File: src/rtl/rf_writeback_queue_if.sv
// Handshake, write-port, hazard-check and occupancy bundle for rf_writeback_queue.
// master = producer/decode side, slave = the queue itself.
interface rf_writeback_queue_if #(
   parameter int DEPTH = 4,
   parameter int XLEN  = 32
);
   localparam int CW = $clog2(DEPTH) + 1;

   logic            alu_valid;
   logic            alu_ready;
   logic [4:0]      alu_rd;
   logic [XLEN-1:0] alu_data;
   logic            mem_valid;
   logic            mem_ready;
   logic [4:0]      mem_rd;
   logic [XLEN-1:0] mem_data;
   logic            we3;
   logic [4:0]      a3;
   logic [XLEN-1:0] wd3;
   logic [4:0]      chk_a1;
   logic [4:0]      chk_a2;
   logic            busy1;
   logic            busy2;
   logic            fwd1_valid;
   logic            fwd2_valid;
   logic [XLEN-1:0] fwd1_data;
   logic [XLEN-1:0] fwd2_data;
   logic [CW-1:0]   count;

   modport master (
      output alu_valid, alu_rd, alu_data, mem_valid, mem_rd, mem_data, chk_a1, chk_a2,
      input  alu_ready, mem_ready, we3, a3, wd3, busy1, busy2,
             fwd1_valid, fwd2_valid, fwd1_data, fwd2_data, count
   );

   modport slave (
      input  alu_valid, alu_rd, alu_data, mem_valid, mem_rd, mem_data, chk_a1, chk_a2,
      output alu_ready, mem_ready, we3, a3, wd3, busy1, busy2,
             fwd1_valid, fwd2_valid, fwd1_data, fwd2_data, count
   );
endinterface

File: src/rtl/rf_writeback_queue.sv
// In-order writeback FIFO merging ALU and load results onto the single register-file write port.
// Define RF_WBQ_BYPASS_EN to build the youngest-match forwarding path.
module rf_writeback_queue #(
   parameter int DEPTH = 4,
   parameter int XLEN  = 32
) (
   input  logic                 clk,
   input  logic                 reset,
   rf_writeback_queue_if.slave  wb
);
   localparam int PW = $clog2(DEPTH);
   localparam int CW = PW + 1;
   localparam logic [CW-1:0] FULL  = CW'(DEPTH);
   localparam logic [CW-1:0] LAST2 = CW'(DEPTH - 2);

   logic [4:0]      r_rd   [DEPTH];
   logic [XLEN-1:0] r_data [DEPTH];
   logic [PW-1:0]   r_head;
   logic [PW-1:0]   r_tail;
   logic [CW-1:0]   r_count;

   logic            w_mem_ready;
   logic            w_alu_ready;
   logic            w_mem_push;
   logic            w_alu_push;
   logic            w_pop;
   logic [PW-1:0]   w_alu_slot;
   logic [DEPTH-1:0] w_valid;
   logic [DEPTH-1:0] w_hit1;
   logic [DEPTH-1:0] w_hit2;

   // Readiness uses the registered count only; a same-cycle pop never frees a slot.
   assign w_mem_ready = (r_count < FULL);
   assign w_alu_ready = wb.mem_valid ? (r_count <= LAST2) : (r_count < FULL);
   assign w_mem_push  = wb.mem_valid & w_mem_ready & (wb.mem_rd != 5'd0);
   assign w_alu_push  = wb.alu_valid & w_alu_ready & (wb.alu_rd != 5'd0);
   assign w_pop       = (r_count != '0);
   assign w_alu_slot  = w_mem_push ? (r_tail + PW'(1)) : r_tail;

   always_ff @(posedge clk or posedge reset) begin
      if (reset) begin
         r_head  <= '0;
         r_tail  <= '0;
         r_count <= '0;
         for (int unsigned i = 0; i < DEPTH; i++) begin
            r_rd[i]   <= '0;
            r_data[i] <= '0;
         end
      end else begin
         if (w_mem_push) begin
            r_rd[r_tail]   <= wb.mem_rd;
            r_data[r_tail] <= wb.mem_data;
         end
         if (w_alu_push) begin
            r_rd[w_alu_slot]   <= wb.alu_rd;
            r_data[w_alu_slot] <= wb.alu_data;
         end
         r_head  <= r_head + PW'(w_pop);
         r_tail  <= r_tail + PW'(w_mem_push) + PW'(w_alu_push);
         r_count <= r_count + CW'(w_mem_push) + CW'(w_alu_push) - CW'(w_pop);
      end
   end

   always_comb begin
      logic [PW-1:0] v_off;
      v_off   = '0;
      w_valid = '0;
      w_hit1  = '0;
      w_hit2  = '0;
      for (int unsigned i = 0; i < DEPTH; i++) begin
         v_off      = PW'(i) - r_head;
         w_valid[i] = ({1'b0, v_off} < r_count);
         w_hit1[i]  = w_valid[i] && (r_rd[i] == wb.chk_a1);
         w_hit2[i]  = w_valid[i] && (r_rd[i] == wb.chk_a2);
      end
   end

   assign wb.mem_ready = w_mem_ready;
   assign wb.alu_ready = w_alu_ready;
   assign wb.we3       = w_pop;
   assign wb.a3        = w_pop ? r_rd[r_head]   : '0;
   assign wb.wd3       = w_pop ? r_data[r_head] : '0;
   assign wb.busy1     = (wb.chk_a1 != 5'd0) && (|w_hit1);
   assign wb.busy2     = (wb.chk_a2 != 5'd0) && (|w_hit2);
   assign wb.count     = r_count;

`ifdef RF_WBQ_BYPASS_EN
   logic [XLEN-1:0] w_fwd1;
   logic [XLEN-1:0] w_fwd2;

   always_comb begin
      logic [PW-1:0] v_idx;
      v_idx  = '0;
      w_fwd1 = '0;
      w_fwd2 = '0;
      // Walk oldest to youngest so the youngest matching entry is the one left selected.
      for (int unsigned k = 0; k < DEPTH; k++) begin
         v_idx = r_head + PW'(k);
         if (w_hit1[v_idx]) w_fwd1 = r_data[v_idx];
         if (w_hit2[v_idx]) w_fwd2 = r_data[v_idx];
      end
   end

   assign wb.fwd1_valid = wb.busy1;
   assign wb.fwd2_valid = wb.busy2;
   assign wb.fwd1_data  = w_fwd1;
   assign wb.fwd2_data  = w_fwd2;
`else
   assign wb.fwd1_valid = 1'b0;
   assign wb.fwd2_valid = 1'b0;
   assign wb.fwd1_data  = '0;
   assign wb.fwd2_data  = '0;
`endif

endmodule

File: src/flat_wrapper.sv
// flat-port wrapper written by rule: the top's interface ports become plain ports
module rf_writeback_queue_flat 
#(
   parameter int DEPTH = 4,
   parameter int XLEN  = 32
)
  (clk, reset, wb_alu_valid, wb_alu_rd, wb_alu_data, wb_mem_valid, wb_mem_rd, wb_mem_data, wb_chk_a1, wb_chk_a2, wb_alu_ready, wb_mem_ready, wb_we3, wb_a3, wb_wd3, wb_busy1, wb_busy2, wb_fwd1_valid, wb_fwd2_valid, wb_fwd1_data, wb_fwd2_data, wb_count);
  rf_writeback_queue_if #(.DEPTH(DEPTH), .XLEN(XLEN)) wb_i ();
  input  logic clk;
  input  logic reset;
  input wire logic [$bits(wb_i.alu_valid)-1:0] wb_alu_valid;
  input wire logic [$bits(wb_i.alu_rd)-1:0] wb_alu_rd;
  input wire logic [$bits(wb_i.alu_data)-1:0] wb_alu_data;
  input wire logic [$bits(wb_i.mem_valid)-1:0] wb_mem_valid;
  input wire logic [$bits(wb_i.mem_rd)-1:0] wb_mem_rd;
  input wire logic [$bits(wb_i.mem_data)-1:0] wb_mem_data;
  input wire logic [$bits(wb_i.chk_a1)-1:0] wb_chk_a1;
  input wire logic [$bits(wb_i.chk_a2)-1:0] wb_chk_a2;
  output wire logic [$bits(wb_i.alu_ready)-1:0] wb_alu_ready;
  output wire logic [$bits(wb_i.mem_ready)-1:0] wb_mem_ready;
  output wire logic [$bits(wb_i.we3)-1:0] wb_we3;
  output wire logic [$bits(wb_i.a3)-1:0] wb_a3;
  output wire logic [$bits(wb_i.wd3)-1:0] wb_wd3;
  output wire logic [$bits(wb_i.busy1)-1:0] wb_busy1;
  output wire logic [$bits(wb_i.busy2)-1:0] wb_busy2;
  output wire logic [$bits(wb_i.fwd1_valid)-1:0] wb_fwd1_valid;
  output wire logic [$bits(wb_i.fwd2_valid)-1:0] wb_fwd2_valid;
  output wire logic [$bits(wb_i.fwd1_data)-1:0] wb_fwd1_data;
  output wire logic [$bits(wb_i.fwd2_data)-1:0] wb_fwd2_data;
  output wire logic [$bits(wb_i.count)-1:0] wb_count;
  assign wb_i.alu_valid = wb_alu_valid;
  assign wb_i.alu_rd = wb_alu_rd;
  assign wb_i.alu_data = wb_alu_data;
  assign wb_i.mem_valid = wb_mem_valid;
  assign wb_i.mem_rd = wb_mem_rd;
  assign wb_i.mem_data = wb_mem_data;
  assign wb_i.chk_a1 = wb_chk_a1;
  assign wb_i.chk_a2 = wb_chk_a2;
  assign wb_alu_ready = wb_i.alu_ready;
  assign wb_mem_ready = wb_i.mem_ready;
  assign wb_we3 = wb_i.we3;
  assign wb_a3 = wb_i.a3;
  assign wb_wd3 = wb_i.wd3;
  assign wb_busy1 = wb_i.busy1;
  assign wb_busy2 = wb_i.busy2;
  assign wb_fwd1_valid = wb_i.fwd1_valid;
  assign wb_fwd2_valid = wb_i.fwd2_valid;
  assign wb_fwd1_data = wb_i.fwd1_data;
  assign wb_fwd2_data = wb_i.fwd2_data;
  assign wb_count = wb_i.count;
  rf_writeback_queue #(.DEPTH(DEPTH), .XLEN(XLEN)) u_core (.clk(clk), .reset(reset), .wb(wb_i));
endmodule
File: config.mk
export PLATFORM = sky130hd
export DESIGN_NAME = rf_writeback_queue_flat
export DESIGN_NICKNAME = d
export VERILOG_FILES = /design/src/rtl/rf_writeback_queue_if.sv /design/src/rtl/rf_writeback_queue.sv /design/src/flat_wrapper.sv
export SDC_FILE = /design/constraint.sdc
export NUM_CORES = 1
export LEC_CHECK = 0
export CORE_UTILIZATION = 34
export DETAILED_ROUTE_END_ITERATION = 10
export DONT_BUFFER_PORTS = 1
export PLACE_DENSITY_LB_ADDON = 0.25
export SYNTH_ARGS = -nofsm -noshare
export SYNTH_HDL_FRONTEND = slang
export SYNTH_SLANG_ARGS = --single-unit
File: constraint.sdc
create_clock -name clk -period 6.56 [get_ports clk]
set_clock_uncertainty 0.15 [all_clocks]
set_input_delay 1.312 -clock clk [delete_from_list [all_inputs] [get_ports clk]]
set_output_delay 1.312 -clock clk [all_outputs]
set_load 0.005 [all_outputs]
==> implementation parameters <==
Parameter                              Value

Run status
  Outcome    finished, final reports clean

Placement
  Number of placed instances, taps included    approximately 1300
  Half-perimeter wire length after detailed placement    17000 um
  Buffers on Ports    0
  Global placer's final weighted congestion    0.859

Yosys
  Mapped cell area    approximately 10000 um^2
  Top cells by instance count after synthesis    sky130_fd_sc_hd__dfrtp_1, sky130_fd_sc_hd__mux2i_1, sky130_fd_sc_hd__nand2_1, sky130_fd_sc_hd__buf_4, sky130_fd_sc_hd__o21ai_0
  Post-synth ARST share    1.00
  Post-synthesis sequential area ratio    0.389
  Leading post-synthesis cells by cell area    sky130_fd_sc_hd__dfrtp_1, sky130_fd_sc_hd__mux2i_1, sky130_fd_sc_hd__mux4_2
  Post-Synthesis Cells    954
  Synth top area share    0.389
  Cell variety after synth    45
  Mean cell area of the mapped netlist    10.4 um^2
  Most used flip-flop cell after synthesis    sky130_fd_sc_hd__dfrtp_1
  Synthesis warning total    0
  Synth area leader    sky130_fd_sc_hd__dfrtp_1
  Most frequent cell after synthesis    sky130_fd_sc_hd__dfrtp_1
  Number of enable flip-flop cells after synthesis    0
  Register bit count reported by yosys    ~160

Critical path
  Depth of the most critical reg-to-reg path    7
  Critical Path Start    u_core.r_head[1]
  Startpoint of the lowest-slack register-to-register path    u_core.wb.count[2]
  Capturing point of the worst reg2reg path    u_core.r_data[124]
  Startpoint class of the critical path    flop
  Crit-path leading delay family    flip-flops
  Critical Path, Cell by Cell    buf_4, inv_1, ha_1, a21boi_0, o21a_1, nor4_1, nor4_1, a21oi_1
  Slack of the worst reg-to-reg path    3.29 ns
  Critical Path Slowest Stage Cell    sky130_fd_sc_hd__dfrtp_2
  Most numerous cell on the critical path    sky130_fd_sc_hd__nor4_1
  Longest individual stage delay on the worst path    between 0.7 and 0.8 ns
  Required time at the endpoint of the critical path    5.10 ns
  Cell depth of the worst setup path    8
  CP Max Fanout    21
  Kind of critical path    reg2out
  Crit path capture    wb_busy2
  Crit path DAT    ~2.9 ns
  Buffers plus inverters on the worst setup path    2
  Worst Setup End Kind    primary output

Clock network
  Skew-Pair Late Insertion Delay    approximately 0.42 ns
  Worst-path clk slew    about 0.060 ns
  Buffer type at the clock tree root    sky130_fd_sc_hd__clkbuf_16
  Number of buffers added by the clock tree synthesis step    17
  Buffer levels on the longest clock path    2
  Clock tree sinks    155
  H-Tree Level Count    4
  Clock tree from TritonCTS    yes
  Number of setup buffers added after CTS    0
  Post-cts repair resize count    0
  Quantity of hold-fixing buffers added after cts    0

Layout
  Non-filler cells, final    1310
  Nets    1016
  Share of layout cells above drive strength 1    0.175
  Number of antenna diodes    0
  P&R area growth vs syn    5.70%

Drt
  # DRC    0
  1st-iter DRT viols    377
  Ratio of routed vias to standard cells    4.98
  Detailed Route WL    26000 um
  Number of routed nets with antenna violations    0
  DR pass1 iterations    5
  Wirelength per Cell    19.9 um
  Total number of vias    6518

Pwr
  Power Density    493 nW/um^2
  Final Power    roughly 0.0052 W
  Peak ir drop on the vdd network    196 uV
  Leak pwr    3.95 nW

Die
  Initial core utilization    0.346
  Overall die height    173 um
  Floorplan die width    173 um
  Area of the core region    28800 um^2
  Die area    approximately 30000 um^2
  FP Rows    62
  Total I/O pin count    199

Global routing
  Vias in the first global route    6762
  Combined global-route utilization of all metal layers    0.178
  Largest net degree at the start of global routing    59
  Number of antenna violations at the first check in global routing    0
  Global-route wire length before repair    41000 um
  Grt ovf    0

STA
  Final min period    4.36 ns
  Setup violations, final    0
  Max-slew headroom at the worst pin    0.238
  Highest clock rate    230 MHz
  Final hold vios    0
  Total count of max-transition violations in the final report    0
  Setup TNS    0 ns
  Post-route clock period utilization    0.664
  Least-Margin Pin Slew    1.14 ns
  RSZ-0062 raised after global routing    no

Job
  Max-cap violations    0

Worst hold path
  Class of the most critical hold timing path    reg2reg
cell usage in the layout (no fill, tap or decap), drive strengths merged, types with 2 or more instances in the layout:
master | netlist | final
or4 | 2 | 2
conb | 1 | 66
nand2 | 111 | 111
nand3 | 10 | 10
a32oi | 3 | 3
a21oi | 42 | 42
o21ai | 112 | 112
clkinv | 0 | 4
xor2 | 19 | 19
ha | 11 | 11
nor2b | 39 | 39
clkinvlp | 0 | 2
bufinv | 0 | 3
nand2b | 3 | 3
o21a | 2 | 2
mux4 | 37 | 37
mux2i | 148 | 148
nor2 | 43 | 43
dfrtp | 155 | 155
xnor2 | 25 | 25
buf | 106 | 15
fa | 3 | 3
o2111ai | 5 | 5
o2bb2ai | 2 | 2
nor4b | 2 | 2
nor4 | 11 | 11
clkbuf | 33 | 19
inv | 18 | 21
nor3 | 4 | 4
kinds of logic after synthesis:
logic type	synth area share
xor gates and xnor gates	0.0387
and+or+nand+nor	0.114
other	0.000376
muxes	0.232
AOI/OAI and AO/OA	0.107
buffers and inverters	0.0992
adders and majority gates	0.0198
DFF	0.389
sequential cells by signal, summed over array words and instances, names as in the netlist:
register         count
u_core.r_tail        2
u_core.r_rd         20
u_core.r_data      128
u_core.r_head        2
u_core.wb.count      3
cell type report:
cell class / count / area, um^2
repair buffers: 15 / 113
inverters: 18 / 72.6
flip-flops and latches: 155 / 3880
clock buffers: 19 / 453
fillers: 2906 / 18200
clock inverters: 12 / 163
well taps: 384 / 480
multi-input cells: 707 / 5370
per-layer routing:
| metal | global-route usage | share of wire | vias to the layer above |
|---|---|---|---|
| li1 | - | - | 3103 |
| met2 | 0.301 | 0.49 | 182 |
| met5 | 0 | 0 | - |
| met3 | 0.0431 | 0.049 | 17 |
| met4 | 0.0391 | 0.0088 | 0 |
| met1 | 0.231 | 0.45 | 3216 |
worst min path at each step:
stage	start	endpoint	slack, ns	cells past startpoint
after floorplan	u_core.r_head[0]	u_core.r_head[0]	0.33	1
after global routing	u_core.r_data[6]	u_core.r_data[6]	0.41	2
after global placement	u_core.r_data[6]	u_core.r_data[6]	0.38	2
final	u_core.r_data[88]	u_core.r_data[88]	0.40	2
after CTS	u_core.r_data[31]	u_core.r_data[31]	0.40	2
after detailed placement	u_core.r_data[26]	u_core.r_data[26]	0.38	2
where the power goes:
group          total [W]  leakage [nW]  switching, W  internal (W)
clock            0.00105         0.296      0.000424      0.000623
combinational    0.00230          1.79       0.00117       0.00113
sequential       0.00185          1.87      0.000407       0.00144
metrics by stage:
step | instance area, um^2 | hold slack, ns | utilization | setup WS [ns]
after floorplan | 10200 | 0.327 | - | 0.920
after global placement | 9920 | 0.379 | 0.345 | 2.54
after detailed placement | 9920 | 0.383 | 0.345 | 2.46
after CTS | 10500 | 0.402 | 0.366 | 2.13
after global routing | 10500 | 0.410 | 0.366 | 1.93
final | 10500 | 0.398 | 0.366 | 2.20
worst reg2reg max path, stage by stage (launching register included):
cell and delay, ns:
sky130_fd_sc_hd__dfrtp_1 0.49, sky130_fd_sc_hd__inv_1 0.21, sky130_fd_sc_hd__ha_1 0.25, sky130_fd_sc_hd__nand3_1 0.12
sky130_fd_sc_hd__o2111ai_2 0.35, sky130_fd_sc_hd__a21oi_4 0.82, sky130_fd_sc_hd__buf_4 0.56, sky130_fd_sc_hd__o21ai_0 0.18
Note: power is estimated with default switching activity, not from simulation.
